<file path="config.mk">
export PLATFORM = sky130hd
export DESIGN_NAME = blockmem_rd_stream_flat
export DESIGN_NICKNAME = d
export VERILOG_FILES = /design/src/rtl/blockmem_pkg.sv /design/src/rtl/blockmem_rd_stream_if.sv /design/src/rtl/blockmem_skid2.sv /design/src/rtl/blockmem_rd_stream.sv /design/src/flat_wrapper.sv
export SDC_FILE = /design/constraint.sdc
export NUM_CORES = 1
export LEC_CHECK = 0
export ABC_AREA = 1
export CAP_MARGIN = 20
export CORE_MARGIN = 2
export CORE_UTILIZATION = 30
export CTS_CLUSTER_SIZE = 12
export DETAILED_ROUTE_END_ITERATION = 12
export PLACE_DENSITY = 0.58
export SYNTH_ARGS = -nofsm -noshare
export SYNTH_HDL_FRONTEND = slang
export SYNTH_SLANG_ARGS = --single-unit
</file>
<file path="constraint.sdc">
create_clock -name clk -period 9 [get_ports clk]
set_input_delay 1.8 -clock clk [delete_from_list [all_inputs] [get_ports clk]]
set_output_delay 1.8 -clock clk [all_outputs]
set_load 0.05 [all_outputs]
</file>
<file path="src/rtl/blockmem_pkg.sv">
// Shared types and constants for the block-RAM read stream engine.
package blockmem_pkg;

  typedef enum logic [1:0] {
    IDLE,
    READ,
    DRAIN,
    FIN
  } rd_state_t;

  localparam int unsigned C_RD_BUF_DEPTH = 2;

endpackage

</file>
<file path="src/rtl/blockmem_rd_stream_if.sv">
// Valid/ready stream with last marker.
interface blockmem_rd_stream_if #(
  parameter int unsigned G_DATAWIDTH = 32
);

  logic [G_DATAWIDTH-1:0] m_tdata;
  logic                   m_tvalid;
  logic                   m_tready;
  logic                   m_tlast;

  modport master (
    output m_tdata,
    output m_tvalid,
    output m_tlast,
    input  m_tready
  );

  modport slave (
    input  m_tdata,
    input  m_tvalid,
    input  m_tlast,
    output m_tready
  );

endinterface

</file>
<file path="src/rtl/blockmem_skid2.sv">
// Two-entry FIFO holding RAM read data until the stream consumer takes it.
// Entry 0 is always the head; a pop shifts entry 1 down.
module blockmem_skid2
  import blockmem_pkg::*;
#(
  parameter int unsigned G_DATAWIDTH = 32
) (
  input  logic                   clk,
  input  logic                   rst,
  input  logic                   flush_i,
  input  logic                   push_i,
  input  logic [G_DATAWIDTH-1:0] push_data_i,
  output logic [G_DATAWIDTH-1:0] data_o,
  output logic                   valid_o,
  input  logic                   ready_i,
  output logic [1:0]             count_o
);

  logic [G_DATAWIDTH-1:0] ent0_q, ent0_d;
  logic [G_DATAWIDTH-1:0] ent1_q, ent1_d;
  logic [1:0]             cnt_q, cnt_d;
  logic                   pop;

  assign valid_o = (cnt_q != 2'd0);
  assign data_o  = ent0_q;
  assign count_o = cnt_q;
  assign pop     = valid_o & ready_i;

  // Next-state for entries and occupancy; a simultaneous push and pop keeps order.
  always_comb begin
    ent0_d = ent0_q;
    ent1_d = ent1_q;
    cnt_d  = cnt_q;
    if (flush_i) begin
      cnt_d = '0;
    end else begin
      case ({push_i, pop})
        2'b10: begin
          if (cnt_q == 2'd0) ent0_d = push_data_i;
          else               ent1_d = push_data_i;
          cnt_d = cnt_q + 2'd1;
        end
        2'b01: begin
          ent0_d = ent1_q;
          cnt_d  = cnt_q - 2'd1;
        end
        2'b11: begin
          if (cnt_q == 2'(C_RD_BUF_DEPTH)) begin
            ent0_d = ent1_q;
            ent1_d = push_data_i;
          end else begin
            ent0_d = push_data_i;
          end
        end
        default: ;
      endcase
    end
  end

  // Storage registers.
  always_ff @(posedge clk or posedge rst) begin
    if (rst) begin
      ent0_q <= '0;
      ent1_q <= '0;
      cnt_q  <= '0;
    end else begin
      ent0_q <= ent0_d;
      ent1_q <= ent1_d;
      cnt_q  <= cnt_d;
    end
  end

endmodule

</file>
<file path="src/rtl/blockmem_rd_stream.sv">
// Read-side engine for the two-port block RAM: sweeps len words from start_addr
// through the registered read port and streams them out with last.
module blockmem_rd_stream
  import blockmem_pkg::*;
#(
  parameter int unsigned G_DATAWIDTH = 32,
  parameter int unsigned G_MEMDEPTH  = 1024,
  parameter int unsigned G_ADDRWIDTH = $clog2(G_MEMDEPTH),
  parameter int unsigned G_LENWIDTH  = G_ADDRWIDTH + 1
) (
  input  logic                   clk,
  input  logic                   rst,
  input  logic                   start,
  input  logic [G_ADDRWIDTH-1:0] start_addr,
  input  logic [G_LENWIDTH-1:0]  len,
  input  logic                   abort,
  output logic                   busy,
  output logic                   done,
  output logic                   enb,
  output logic [G_ADDRWIDTH-1:0] addrb,
  input  logic [G_DATAWIDTH-1:0] doutb,
  blockmem_rd_stream_if.master   m_axis
);

  localparam logic [G_LENWIDTH-1:0]  L_ONE  = G_LENWIDTH'(1);
  localparam logic [G_ADDRWIDTH-1:0] A_LAST = G_ADDRWIDTH'(G_MEMDEPTH - 1);

  rd_state_t              state_q;
  logic [G_LENWIDTH-1:0]  len_q;
  logic [G_LENWIDTH-1:0]  issue_q;
  logic [G_LENWIDTH-1:0]  beat_q;
  logic [G_ADDRWIDTH-1:0] addr_q;
  logic                   pend_q;
  logic                   busy_q;
  logic                   done_q;

  logic                   buf_valid;
  logic [G_DATAWIDTH-1:0] buf_data;
  logic [1:0]             occ;
  logic                   pop;
  logic                   active;
  logic                   push;
  logic                   flush;
  logic [2:0]             credit;
  logic                   last_issue;
  logic                   last_beat;

  assign active = (state_q == READ) || (state_q == DRAIN);
  assign pop    = buf_valid & m_axis.m_tready;
  // Credit counts the slot freed by a pop this same cycle, which is what lets
  // reads issue back-to-back while the consumer keeps up.
  assign credit = 3'(occ) + 3'(pend_q) - 3'(pop);
  assign enb    = (state_q == READ) && !abort && (issue_q < len_q) &&
                  (credit < 3'(C_RD_BUF_DEPTH));
  assign push   = pend_q && active && !abort;
  assign flush  = abort && active;

  assign last_issue = (issue_q == len_q - L_ONE);
  assign last_beat  = pop && (beat_q == len_q - L_ONE);

  assign addrb           = addr_q;
  assign busy            = busy_q;
  assign done            = done_q;
  assign m_axis.m_tvalid = buf_valid;
  assign m_axis.m_tdata  = buf_data;
  assign m_axis.m_tlast  = buf_valid && (beat_q == len_q - L_ONE);

  blockmem_skid2 #(
    .G_DATAWIDTH(G_DATAWIDTH)
  ) u_buf (
    .clk         (clk),
    .rst         (rst),
    .flush_i     (flush),
    .push_i      (push),
    .push_data_i (doutb),
    .data_o      (buf_data),
    .valid_o     (buf_valid),
    .ready_i     (m_axis.m_tready),
    .count_o     (occ)
  );

  // Transfer control: state, address/issue/beat counters and registered status.
  always_ff @(posedge clk or posedge rst) begin
    if (rst) begin
      state_q <= IDLE;
      len_q   <= '0;
      issue_q <= '0;
      beat_q  <= '0;
      addr_q  <= '0;
      pend_q  <= 1'b0;
      busy_q  <= 1'b0;
      done_q  <= 1'b0;
    end else begin
      pend_q <= enb;
      done_q <= 1'b0;
      case (state_q)
        IDLE: begin
          if (start) begin
            len_q   <= len;
            addr_q  <= start_addr;
            issue_q <= '0;
            beat_q  <= '0;
            busy_q  <= 1'b1;
            if (len == '0) begin
              state_q <= FIN;
              done_q  <= 1'b1;
            end else begin
              state_q <= READ;
            end
          end
        end
        READ: begin
          if (abort) begin
            state_q <= FIN;
            done_q  <= 1'b1;
          end else begin
            if (enb) begin
              addr_q  <= (addr_q == A_LAST) ? '0 : addr_q + G_ADDRWIDTH'(1);
              issue_q <= issue_q + L_ONE;
              if (last_issue) state_q <= DRAIN;
            end
            if (pop) beat_q <= beat_q + L_ONE;
          end
        end
        DRAIN: begin
          if (abort) begin
            state_q <= FIN;
            done_q  <= 1'b1;
          end else begin
            if (pop) beat_q <= beat_q + L_ONE;
            if (last_beat) begin
              state_q <= FIN;
              done_q  <= 1'b1;
            end
          end
        end
        FIN: begin
          state_q <= IDLE;
          busy_q  <= 1'b0;
        end
        default: begin
          state_q <= IDLE;
          busy_q  <= 1'b0;
        end
      endcase
    end
  end

endmodule

</file>
<file path="src/flat_wrapper.sv">
// flat-port wrapper written by rule: the top's interface ports become plain ports
module blockmem_rd_stream_flat import blockmem_pkg::*;
#(
  parameter int unsigned G_DATAWIDTH = 32,
  parameter int unsigned G_MEMDEPTH  = 1024,
  parameter int unsigned G_ADDRWIDTH = $clog2(G_MEMDEPTH),
  parameter int unsigned G_LENWIDTH  = G_ADDRWIDTH + 1
)
  (clk, rst, start, start_addr, len, abort, busy, done, enb, addrb, doutb, m_axis_m_tdata, m_axis_m_tvalid, m_axis_m_tlast, m_axis_m_tready);
  blockmem_rd_stream_if #(.G_DATAWIDTH(G_DATAWIDTH)) m_axis_i ();
  input  logic clk;
  input  logic rst;
  input  logic start;
  input  logic [G_ADDRWIDTH-1:0] start_addr;
  input  logic [G_LENWIDTH-1:0] len;
  input  logic abort;
  output logic busy;
  output logic done;
  output logic enb;
  output logic [G_ADDRWIDTH-1:0] addrb;
  input  logic [G_DATAWIDTH-1:0] doutb;
  output wire logic [$bits(m_axis_i.m_tdata)-1:0] m_axis_m_tdata;
  output wire logic [$bits(m_axis_i.m_tvalid)-1:0] m_axis_m_tvalid;
  output wire logic [$bits(m_axis_i.m_tlast)-1:0] m_axis_m_tlast;
  input wire logic [$bits(m_axis_i.m_tready)-1:0] m_axis_m_tready;
  assign m_axis_m_tdata = m_axis_i.m_tdata;
  assign m_axis_m_tvalid = m_axis_i.m_tvalid;
  assign m_axis_m_tlast = m_axis_i.m_tlast;
  assign m_axis_i.m_tready = m_axis_m_tready;
  blockmem_rd_stream #(.G_DATAWIDTH(G_DATAWIDTH), .G_MEMDEPTH(G_MEMDEPTH), .G_ADDRWIDTH(G_ADDRWIDTH), .G_LENWIDTH(G_LENWIDTH)) u_core (.clk(clk), .rst(rst), .start(start), .start_addr(start_addr), .len(len), .abort(abort), .busy(busy), .done(done), .enb(enb), .addrb(addrb), .doutb(doutb), .m_axis(m_axis_i));
endmodule
</file>
# Word level (Yosys, flattened, before mapping)
# Cells that the tools add are included.
# W data, S select, Z words.
dict set report op_classes {
  addsub 8
  n_lt_le_gt_ge 2
  n_eq_ne 21
  mux 36
  n_bitwise 2
  reduce_logical 28
}
# op n
set ops {}
lappend ops {{$mux W32} 4}
lappend ops {{$pmux W32 S3} 1}
lappend ops {{$pmux W32 S2} 1}
lappend ops {{$mux W11} 5}
lappend ops {{$pmux W11 S2} 2}
lappend ops {{$mux W10} 4}
lappend ops {{$add A11 B1 Y11 const B} 2}
lappend ops {{$eq A11 B11 Y1} 2}
lappend ops {{$pmux W10 S2} 1}
lappend ops {{$mux W2} 8}
lappend ops {{$reduce_and A4 Y1} 4}
lappend ops {{$ne A2 B2 Y1 const B} 6}
lappend ops {{$logic_not A11 Y1} 1}
lappend ops {{$lt A11 B11 Y1} 1}
lappend ops {{$sub A11 B1 Y11 const B} 1}
lappend ops {{$add A10 B1 Y10 const B} 1}
lappend ops {{$eq A10 B10 Y1 const B} 1}
lappend ops {{$eq A2 B2 Y1 const B} 5}
lappend ops {{$reduce_bool A2 Y1} 5}
lappend ops {{$ne A3 B2 Y1 const B} 3}
lappend ops {{$logic_and A1 B1 Y1} 8}
lappend ops {{$pmux W2 S4} 1}
lappend ops {{$mux W1} 6}
lappend ops {{$reduce_bool A3 Y1} 2}
lappend ops {{other kinds (18)} 22}
dict set report word_totals {
  ff_bits 114
  in_bits 58
  output_inout_bits 47
  elab_cells 108
}

# Longest topological paths before layout
# Gate-level depths: netlist of the first run.
dict set report logic_depth {
  word_depth 8
  ltp_mapped 16
  depth_no_buf 16
}

# Modules after synthesis
# Synthesis of the first run repeated with hierarchy kept, for this count alone.
dict set report hier_totals {
  cells_unflattened 921
  area_unflattened_um2 6683.9
}
# mod instances cells_per_inst area_per_inst_um2 seq_area_each_um2
set modules_own_cells {}
lappend modules_own_cells {blockmem_rd_stream 1 516 3550.9 1201.2}
lappend modules_own_cells {blockmem_skid2 1 405 3133.0 1651.6}

# Least setup slack after synthesis of the first run
# Ideal clock, no wire load.
dict set report synth_path {
  kind {input to output}
  from {input m_axis_m_tready}
  to {output enb}
  t_arrival_ns 4.194
  required_time_ns 7.200
  slack_ns 3.006
  cell_stages 9
  n_path_buf 1
  cell_sequence {nand2_4 -> clkinv_1 -> clkbuf_1 -> ha_1 -> or2_2 -> fa_1 -> xnor2_1 -> nand2_1 -> nor2_1}
}
dict set report synth_between {
  elab_chain_len 4
}
# item line
set synth_lines {}
lappend synth_lines {{start, declared} flat_wrapper.sv:25} ;# input wire logic [$bits(m_axis_i.m_tready)-1:0] m_axis_m_tready;
lappend synth_lines {{$and A1 B1 Y1} blockmem_rd_stream.sv:49} ;# assign pop = buf_valid & m_axis.m_tready;
lappend synth_lines {{$sub A3 B1 Y3} blockmem_rd_stream.sv:52} ;# assign credit = 3'(occ) + 3'(pend_q) - 3'(pop);
lappend synth_lines {{$lt A3 B2 Y1} blockmem_rd_stream.sv:54} ;# (credit < 3'(C_RD_BUF_DEPTH));
lappend synth_lines {{$logic_and A1 B1 Y1} blockmem_rd_stream.sv:53} ;# assign enb = (state_q == READ) && !abort && (issue_q < len_q) &&
lappend synth_lines {{end, declared} flat_wrapper.sv:19} ;# output logic enb;
# Every way passes these cells.

# Worst setup path after layout of the first run
# Ends and elaborated chain as after synthesis.

==> reports/metrics.csv, run 1 <==
metric,value,unit
outcome,finished clean,
starting density of the core,30.6,%
vias per inst,4.84,
Post-layout nets,964,
post_cts resized,0,
Synth area leader,dfrtp_1,
clk sinks,114,
# DRC,0,
LEAKAGE,3.81,nW
placed wire-length estimate,12.4,mm
worst skew pair latency,0.42,ns
RePlAce Congestion,0.896,
FMAX,144,MHz
post-route ant nets,0,
TritonCTS clock tree,done,
top post-synthesis cells by area,"dfrtp_1, nand2_1, mux2_4",
Power Density,392,nW/um^2
vias in the first global route,5636,
Critical Path RT,7.20,ns
Setup crit end kind,primary output,
GRT overflow,0,
Yosys reg bits,114,
Clock Skew,0.0103,ns
Finished Layout Cells,1174,
Critical Path Fanout Max,36,
Hold WC Path Type,reg -> reg,
critical path's top delay family,buffers and inverters,
Total Wirelength,17.8,mm
first-pass GRT wire length,29.9,mm
setup tns final,0,ns
placed instance count,1142,
Tot Pwr,3.37,mW
critical path arrival,5.13,ns
number of flops mapped to enable cells by yosys,0,
Num CTS Buffers,17,
Total Die Area,23500,sq um
P_sw,1.56,mW
Synth cell types,45,
synthesis warning total,0,
Hold Fails Final Rpt,0,
internal power,1.81,mW
Syn Area/Cell,8.54,sq um
"Buf+Inv Stages, Crit Path",3,
RSZ-0062 raised after global routing,false,
die width,153,um
row count,54,
crit-path most repeated cell,clkdlybuf4s50_1,
mapped cell area,6700,sq um
Fill cells,2256,
max-slew violation count,0,
register share of total power,27.6,%
antenna violations before repair,0,
Clk pwr share,20.9,%
CTS H-Tree Depth,4,
Critical Path Start Type,input pin,
period utilization,77.0,%
worst relative slew slack,27.9,%
PortBufs,104,
diodes inserted,0,
"Setup violations, final",0,
Clock Root Buffer,clkbuf_16,
Post-CTS Hold Buffers,0,
I/O pins,105,
clock buffer depth,2,
routed length per instance,15.2,um
switch share,46.4,%
"Reg clk slew, reported paths",0.06,ns
top cell type's share of synthesized area,42.6,%
DRT Pass-1 Iters,5,
Post-CTS Setup Bufs,0,
Setup CP Type,in -> out,
core area,21900,sq um
"Seq/Total Area, Yosys",42.6,%
Setup WS pre-CTS,2.04,ns
post-synthesis instance total,784,
Worst Tran Pin Value,1.08,ns
post-layout min period,6.93,ns
Layout area overhead,28.6,%
worst-path cell chain,clkdlybuf4s50_1 > nand2_4 > clkinv_1 > ha_1 > or2_2 > fa_1 > xnor2_1 > nand2_1 > nor2_1 > clkdlybuf4s50_1,
delay of the slowest critical-path stage,0.87,ns
"Max stage delay cell, worst path",clkdlybuf4s50_1,
largest net degree at the start of global routing,67,
cell count along the critical path,10,
Vias,5677,
synth cell count leaders,"nand2_1, dfrtp_1, nand3_1",
number of max-cap violations,0,
Tot GR Track Use,15.8,%
Iter 0 DRT Violations,394,
min setup slack post-route,2.07,ns
Die Y,153,um
"Top FF cell, synth",dfrtp_1,
"IR drop worst, VDD",0.159,mV
Post-synth ARST share,100,%
cell count of the worst reg-to-reg path,14,
share of cells above drive strength 1,13.4,%
synthesized netlist net count,867,
power share of the combinational group,51.5,%
hold path depth,2,
most common cell in the synthesized netlist,nand2_1,
worst reg2reg max path: cells and delay by family, from the launching register on:
family / cells / cell delay, ns
AOI/OAI and AO/OA: 2 / 0.27
buffers and inverters: 3 / 1.03
DFF: 1 / 0.42
adders and majority gates: 2 / 0.66
and+or+nand+nor: 6 / 1.51
xor gates and xnor gates: 1 / 0.16
flip-flops by register name, summed over array words and instances (netlist names):
signal / flops
u_core.beat_q: 11
u_core.u_buf.count_o: 2
u_core.addrb: 10
u_core.issue_q: 11
u_core.len_q: 11
u_core.done: 1
u_core.pend_q: 1
u_core.state_q: 2
u_core.busy: 1
u_core.u_buf.ent1_q: 32
u_core.u_buf.data_o: 32
cell families after synthesis:
family	after synthesis	synth area share [%]
flops	114	42.6
compound gates	144	12.2
xor+xnor	13	1.70
fa+ha+maj	25	4.78
simple gates	349	25.3
buf+inv	107	6.39
mux	32	7.06
through the flow:
stage	hold slack, ns	utilization, %	cell area [sq um]
after floorplan	0.480	-	6700
after global placement	0.489	36.5	8000
after detailed placement	0.493	36.5	8000
after CTS	0.509	39.3	8610
after global routing	0.522	39.3	8610
final	0.504	39.3	8610
routing by layer:
metal	wire (um)	up-vias	global-route usage (%)	part of all wire, %
met5	0	-	0	0
met4	217	0	4.76	1.2
met3	610	15	3.23	3.4
met2	8360	87	24.9	47
met1	8610	2713	21.9	48
li1	-	2862	-	-
layout make-up:
cell class / instances / area, sq um / share of cell area, %
Multi-Input combinational cell: 563 / 3430 / 39.8
Sequential cell: 114 / 2850 / 33.1
Timing Repair Buffer: 109 / 1080 / 12.5
Clock buffer: 21 / 460 / 5.35
Tap cell: 280 / 350 / 4.07
Inverter: 76 / 288 / 3.34
Clock inverter: 11 / 151 / 1.76
power groups by stage:
stage | Sequential (mW) | Clock [mW] | Combinational (mW)
floorplan | 1.23 | 0 | 0.943
global placement | 0.934 | 0 | 1.72
detailed placement | 0.932 | 0 | 1.75
CTS | 0.930 | 0.724 | 1.75
global route | 0.961 | 0.743 | 1.92
finish | 0.929 | 0.706 | 1.74
final timing paths:
check	startpoint	end	slack, ns
worst max register to register	u_core.u_buf.count_o[1]$_DFFE_PP0P_	u_core.addrb[2]$_DFFE_PP0P_	4.86
min in group asynchronous	rst	u_core.beat_q[7]$_DFFE_PP0P_	1.93
worst min register to register	u_core.busy$_DFFE_PP0P_	u_core.busy$_DFFE_PP0P_	0.50
worst min-delay path	u_core.busy$_DFFE_PP0P_	u_core.busy$_DFFE_PP0P_	0.50
worst max-delay path	m_axis_m_tready	enb	2.07
max in group asynchronous	rst	u_core.issue_q[5]$_DFFE_PP0P_	5.87
placed cells by master, fill, tap and decap left out, types with 4 or more instances in the layout:
| cell | n |
|---|---|
| o31ai_1 | 7 |
| nor3_1 | 13 |
| nor2_4 | 6 |
| inv_1 | 66 |
| a31oi_1 | 32 |
| inv_2 | 6 |
| xnor2_1 | 4 |
| mux2_4 | 30 |
| nand2_1 | 124 |
| nand3_1 | 87 |
| o21ai_0 | 69 |
| clkinvlp_4 | 4 |
| nor2_1 | 61 |
| nand3_2 | 7 |
| nor2_2 | 7 |
| a21oi_1 | 21 |
| clkbuf_16 | 17 |
| dfrtp_1 | 114 |
| ha_1 | 24 |
| buf_4 | 5 |
| nand2_2 | 12 |
| nand4_1 | 12 |
| xor2_1 | 9 |
| clkdlybuf4s50_1 | 104 |
No activity file was read; power rests on OpenSTA's default activity.
==> run 2: changes to the inputs <==
==> constraint.sdc (replaced) <==
create_clock -name clk -period 6.7 [get_ports clk]
set_input_delay 1.34 -clock clk [delete_from_list [all_inputs] [get_ports clk]]
set_output_delay 1.34 -clock clk [all_outputs]
set_load 0.05 [all_outputs]
==> reports/metrics.csv, run 2 (same netlist as run 1, synthesis figures left out) <==
metric,value,unit
outcome,finished clean,
Area after DPL,8020,sq um
"Setup violations, final",0,
I/O pins,105,
routed length per instance,15.1,um
clk sinks,114,
post_cts resized,0,
CTS H-Tree Depth,4,
reg2reg end,u_core.issue_q[4]$_DFFE_PP0P_,
Setup WS pre-CTS,1.26,ns
most frequent cells in the layout,"nand2_1, dfrtp_1, clkdlybuf4s50_1, nand3_1, o21ai_0",
share of cells above drive strength 1,13.7,%
post-layout min period,5.41,ns
vias per inst,4.87,
placed wire-length estimate,12.4,mm
Die Y,153,um
# DRC,0,
LEAKAGE,3.80,nW
Critical Path RT,5.36,ns
Critical Path Start Type,input pin,
DRT Pass-1 Iters,5,
Hold Fails Final Rpt,0,
GRT overflow,0,
Tot GR Track Use,15.6,%
clock buffer depth,2,
"Reg clk slew, reported paths",0.05,ns
die width,153,um
Setup crit end kind,primary output,
placed instance count,1143,
starting density of the core,30.6,%
Worst Hold Launch,u_core.u_buf.ent1_q[31]$_DFFE_PP0P_,
PortBufs,104,
hold_ws,0.505,ns
Worst Tran Pin Value,0.847,ns
area of the multi-input gates,3430,sq um
Hold WC Path Type,reg -> reg,
row count,54,
max-slew violation count,0,
"IR drop worst, VDD",0.239,mV
diodes inserted,0,
FF-to-FF setup slack,2.58,ns
worst skew pair latency,0.42,ns
setup tns final,0,ns
min setup slack post-route,1.29,ns
post-route ant nets,0,
worst relative slew slack,43.5,%
Clock Skew,0.00960,ns
hold path depth,1,
"commonest non-fill, non-tap cell in the layout",nand2_1,
Total Wirelength,17.8,mm
Post-CTS Hold Buffers,0,
Setup CP Type,in -> out,
Post-CTS Setup Bufs,0,
Iter 0 DRT Violations,347,
Finished Layout Cells,1175,
number of max-cap violations,0,
period utilization,80.8,%
cell count of the worst reg-to-reg path,14,
critical path arrival,4.07,ns
FMAX,185,MHz
Num CTS Buffers,17,
Worst Hold Path EP,u_core.u_buf.ent1_q[31]$_DFFE_PP0P_,
Critical Path Fanout Max,36,
TritonCTS clock tree,done,
Clock Root Buffer,clkbuf_16,
antenna violations before repair,0,
RePlAce Congestion,0.886,
Final Cell Area,8580,sq um
Power Density,518,nW/um^2
RSZ-0062 raised after global routing,false,
Total Die Area,23500,sq um
Vias,5722,
vias in the first global route,5550,
Register Area,2850,sq um
Post-layout nets,965,
Fill cells,2271,
RR Startpoint,u_core.u_buf.count_o[1]$_DFFE_PP0P_,
first-pass GRT wire length,29.6,mm
core area,21900,sq um
Layout area overhead,28.1,%
largest net degree at the start of global routing,66,
==> run 2: worst max-delay path by stage <==
stage / from / to / slack (ns)
floorplan: m_axis_m_tready / enb / 1.63
global placement: m_axis_m_tready / enb / 1.33
detailed placement: m_axis_m_tready / enb / 1.26
CTS: m_axis_m_tready / enb / 1.27
global route: m_axis_m_tready / enb / 1.08
finish: m_axis_m_tready / enb / 1.29
==> run 2: power breakdown <==
part | switching (mW) | internal [mW] | total (mW)
logic | 1.49 | 0.834 | 2.33
registers | 0.258 | 0.994 | 1.25
clock network | 0.351 | 0.514 | 0.865
total | 2.10 | 2.34 | 4.45
==> run 2: layout make-up <==
class	count	area share, %
Clock buffer	18	5.00
Timing Repair Buffer	110	12.8
Multi-Input combinational cell	563	40.0
Clock inverter	14	1.52
Sequential cell	114	33.3
Inverter	76	3.36
Tap cell	280	4.09
==> run 2: metal layers <==
layer | vias to the layer above | global-route usage (%) | routed length, um
li1 | 2873 | - | -
met1 | 2735 | 21.3 | 8520
met5 | - | 0 | 0
met2 | 93 | 25.3 | 8440
met3 | 21 | 2.38 | 485
met4 | 0 | 5.55 | 318
==> run 2: critical path, stage by stage <==
cell and delay, ns:
clkdlybuf4s50_1 0.44, nand2_4 0.34, clkinv_1 0.16, ha_1 0.28, or2_2 0.30, fa_1 0.38
xnor2_1 0.16, nand2_1 0.11, nor2_1 0.35, buf_12 0.19
==> run 2: stage by stage <==
| step | power (mW) | util [%] |
|---|---|---|
| 6_report | 4.45 | 39.2 |
| 5_1_grt | 4.78 | 39.2 |
| 4_1_cts | 4.49 | 39.2 |
| 3_5_place_dp | 3.60 | 36.6 |
| 3_3_place_gp | 3.58 | 36.6 |
| 2_1_floorplan | 2.91 | - |
==> run 3: changes to the inputs <==
==> constraint.sdc (replaced) <==
create_clock -name clk -period 5.3 [get_ports clk]
set_input_delay 1.06 -clock clk [delete_from_list [all_inputs] [get_ports clk]]
set_output_delay 1.06 -clock clk [all_outputs]
set_load 0.05 [all_outputs]
==> reports/metrics.csv, run 3 (same netlist as run 1, synthesis figures left out) <==
metric,value,unit
Vias,5811,
worst relative slew slack,55.1,%
Iter 0 DRT Violations,315,
Critical Path Start Type,input pin,
post-route ant nets,0,
Critical Path Fanout Max,3,
Post-CTS Hold Buffers,0,
core area,21900,sq um
"commonest non-fill, non-tap cell in the layout",nand2_1,
vias in the first global route,5902,
clk sinks,114,
Final Cell Area,8710,sq um
LEAKAGE,3.86,nW
post-layout min period,4.52,ns
Area after DPL,8050,sq um
most frequent cells in the layout,"nand2_1, dfrtp_1, clkdlybuf4s50_1, nand3_1, o21ai_0",
worst skew pair latency,0.42,ns
antenna violations before repair,0,
DRT Pass-1 Iters,4,
I/O pins,105,
Hold WC Path Type,reg -> reg,
starting density of the core,30.6,%
max-slew violation count,0,
Power Density,672,nW/um^2
largest net degree at the start of global routing,65,
placed wire-length estimate,12.6,mm
die width,153,um
"IR drop worst, VDD",0.276,mV
Total Die Area,23500,sq um
RSZ-0062 raised after global routing,false,
Layout area overhead,30.1,%
Worst Hold Launch,u_core.u_buf.ent1_q[14]$_DFFE_PP0P_,
Post-layout nets,968,
Die Y,153,um
outcome,finished clean,
vias per inst,4.93,
Hold Fails Final Rpt,0,
hold path depth,1,
PortBufs,104,
Clock Skew,0.0144,ns
FMAX,221,MHz
Clock Root Buffer,clkbuf_16,
critical path arrival,3.46,ns
Worst Hold Path EP,u_core.u_buf.ent1_q[14]$_DFFE_PP0P_,
Fill cells,2220,
period utilization,85.2,%
"Setup violations, final",0,
clock buffer depth,2,
Final Core Density,39.8,%
Setup crit end kind,primary output,
routed length per instance,15.4,um
number of max-cap violations,0,
setup tns final,0,ns
GRT overflow,0,
Total Wirelength,18.1,mm
hold_ws,0.514,ns
cell count of the worst reg-to-reg path,15,
reg2reg end,u_core.addrb[7]$_DFFE_PP0P_,
Tot GR Track Use,16.2,%
Num CTS Buffers,17,
RR Startpoint,u_core.u_buf.count_o[1]$_DFFE_PP0P_,
TritonCTS clock tree,done,
"Reg clk slew, reported paths",0.06,ns
row count,54,
RePlAce Congestion,0.912,
CTS H-Tree Depth,4,
diodes inserted,0,
Post-CTS Setup Bufs,0,
# DRC,0,
post_cts resized,0,
Setup CP Type,in -> out,
first-pass GRT wire length,30.8,mm
Worst Tran Pin Value,0.673,ns
Critical Path RT,4.24,ns
share of cells above drive strength 1,14.0,%
FF-to-FF setup slack,2.00,ns
## run 3: where the power goes
part           internal (mW)  total [mW]  switching (mW)  leakage, nW
combinational           1.07        2.97            1.90         2.11
sequential              1.26        1.58           0.327         1.44
clock                  0.841        1.29           0.451        0.312
## run 3: worst max-delay path by stage
| stage | from | slack [ns] | endpoint |
|---|---|---|---|
| floorplan | m_axis_m_tready | 0.79 | enb |
| global placement | m_axis_m_tready | 0.77 | enb |
| detailed placement | m_axis_m_tready | 0.78 | enb |
| CTS | m_axis_m_tready | 0.76 | enb |
| global route | m_axis_m_tready | 0.72 | enb |
| finish | m_axis_m_tready | 0.78 | enb |
## run 3: worst max-delay path, cell delays in order
cell	delay, ns
clkdlybuf4s50_1	0.48
nand2_4	0.10
clkinv_1	0.07
ha_1	0.26
or2_2	0.30
fa_1	0.38
xnor2_1	0.15
nand2_1	0.11
nor2_1	0.36
buf_12	0.19
## run 3: routing by layer
metal / share of wire [%] / global-route usage (%)
met2: 48 / 26.3
met1: 48 / 21.9
met5: 0 / 0
met3: 3.2 / 3.23
met4: 1.2 / 4.94
## run 3: layout make-up
class | instances | area [sq um] | share of cell area [%]
Clock buffer | 18 | 429 | 4.93
Timing Repair Buffer | 113 | 1130 | 13.0
Multi-Input combinational cell | 563 | 3430 | 39.4
Tap cell | 280 | 350 | 4.02
Clock inverter | 14 | 226 | 2.60
Sequential cell | 114 | 2850 | 32.8
Inverter | 76 | 288 | 3.31
## run 3: through the flow
step / worst slack [ns] / power, mW / std cells
global placement: 0.766 / 4.54 / 1146
global route: 0.717 / 6.29 / 1178
finish: 0.783 / 5.85 / 1178
floorplan: 0.786 / 3.68 / 784
CTS: 0.764 / 5.90 / 1178
detailed placement: 0.779 / 4.57 / 1146
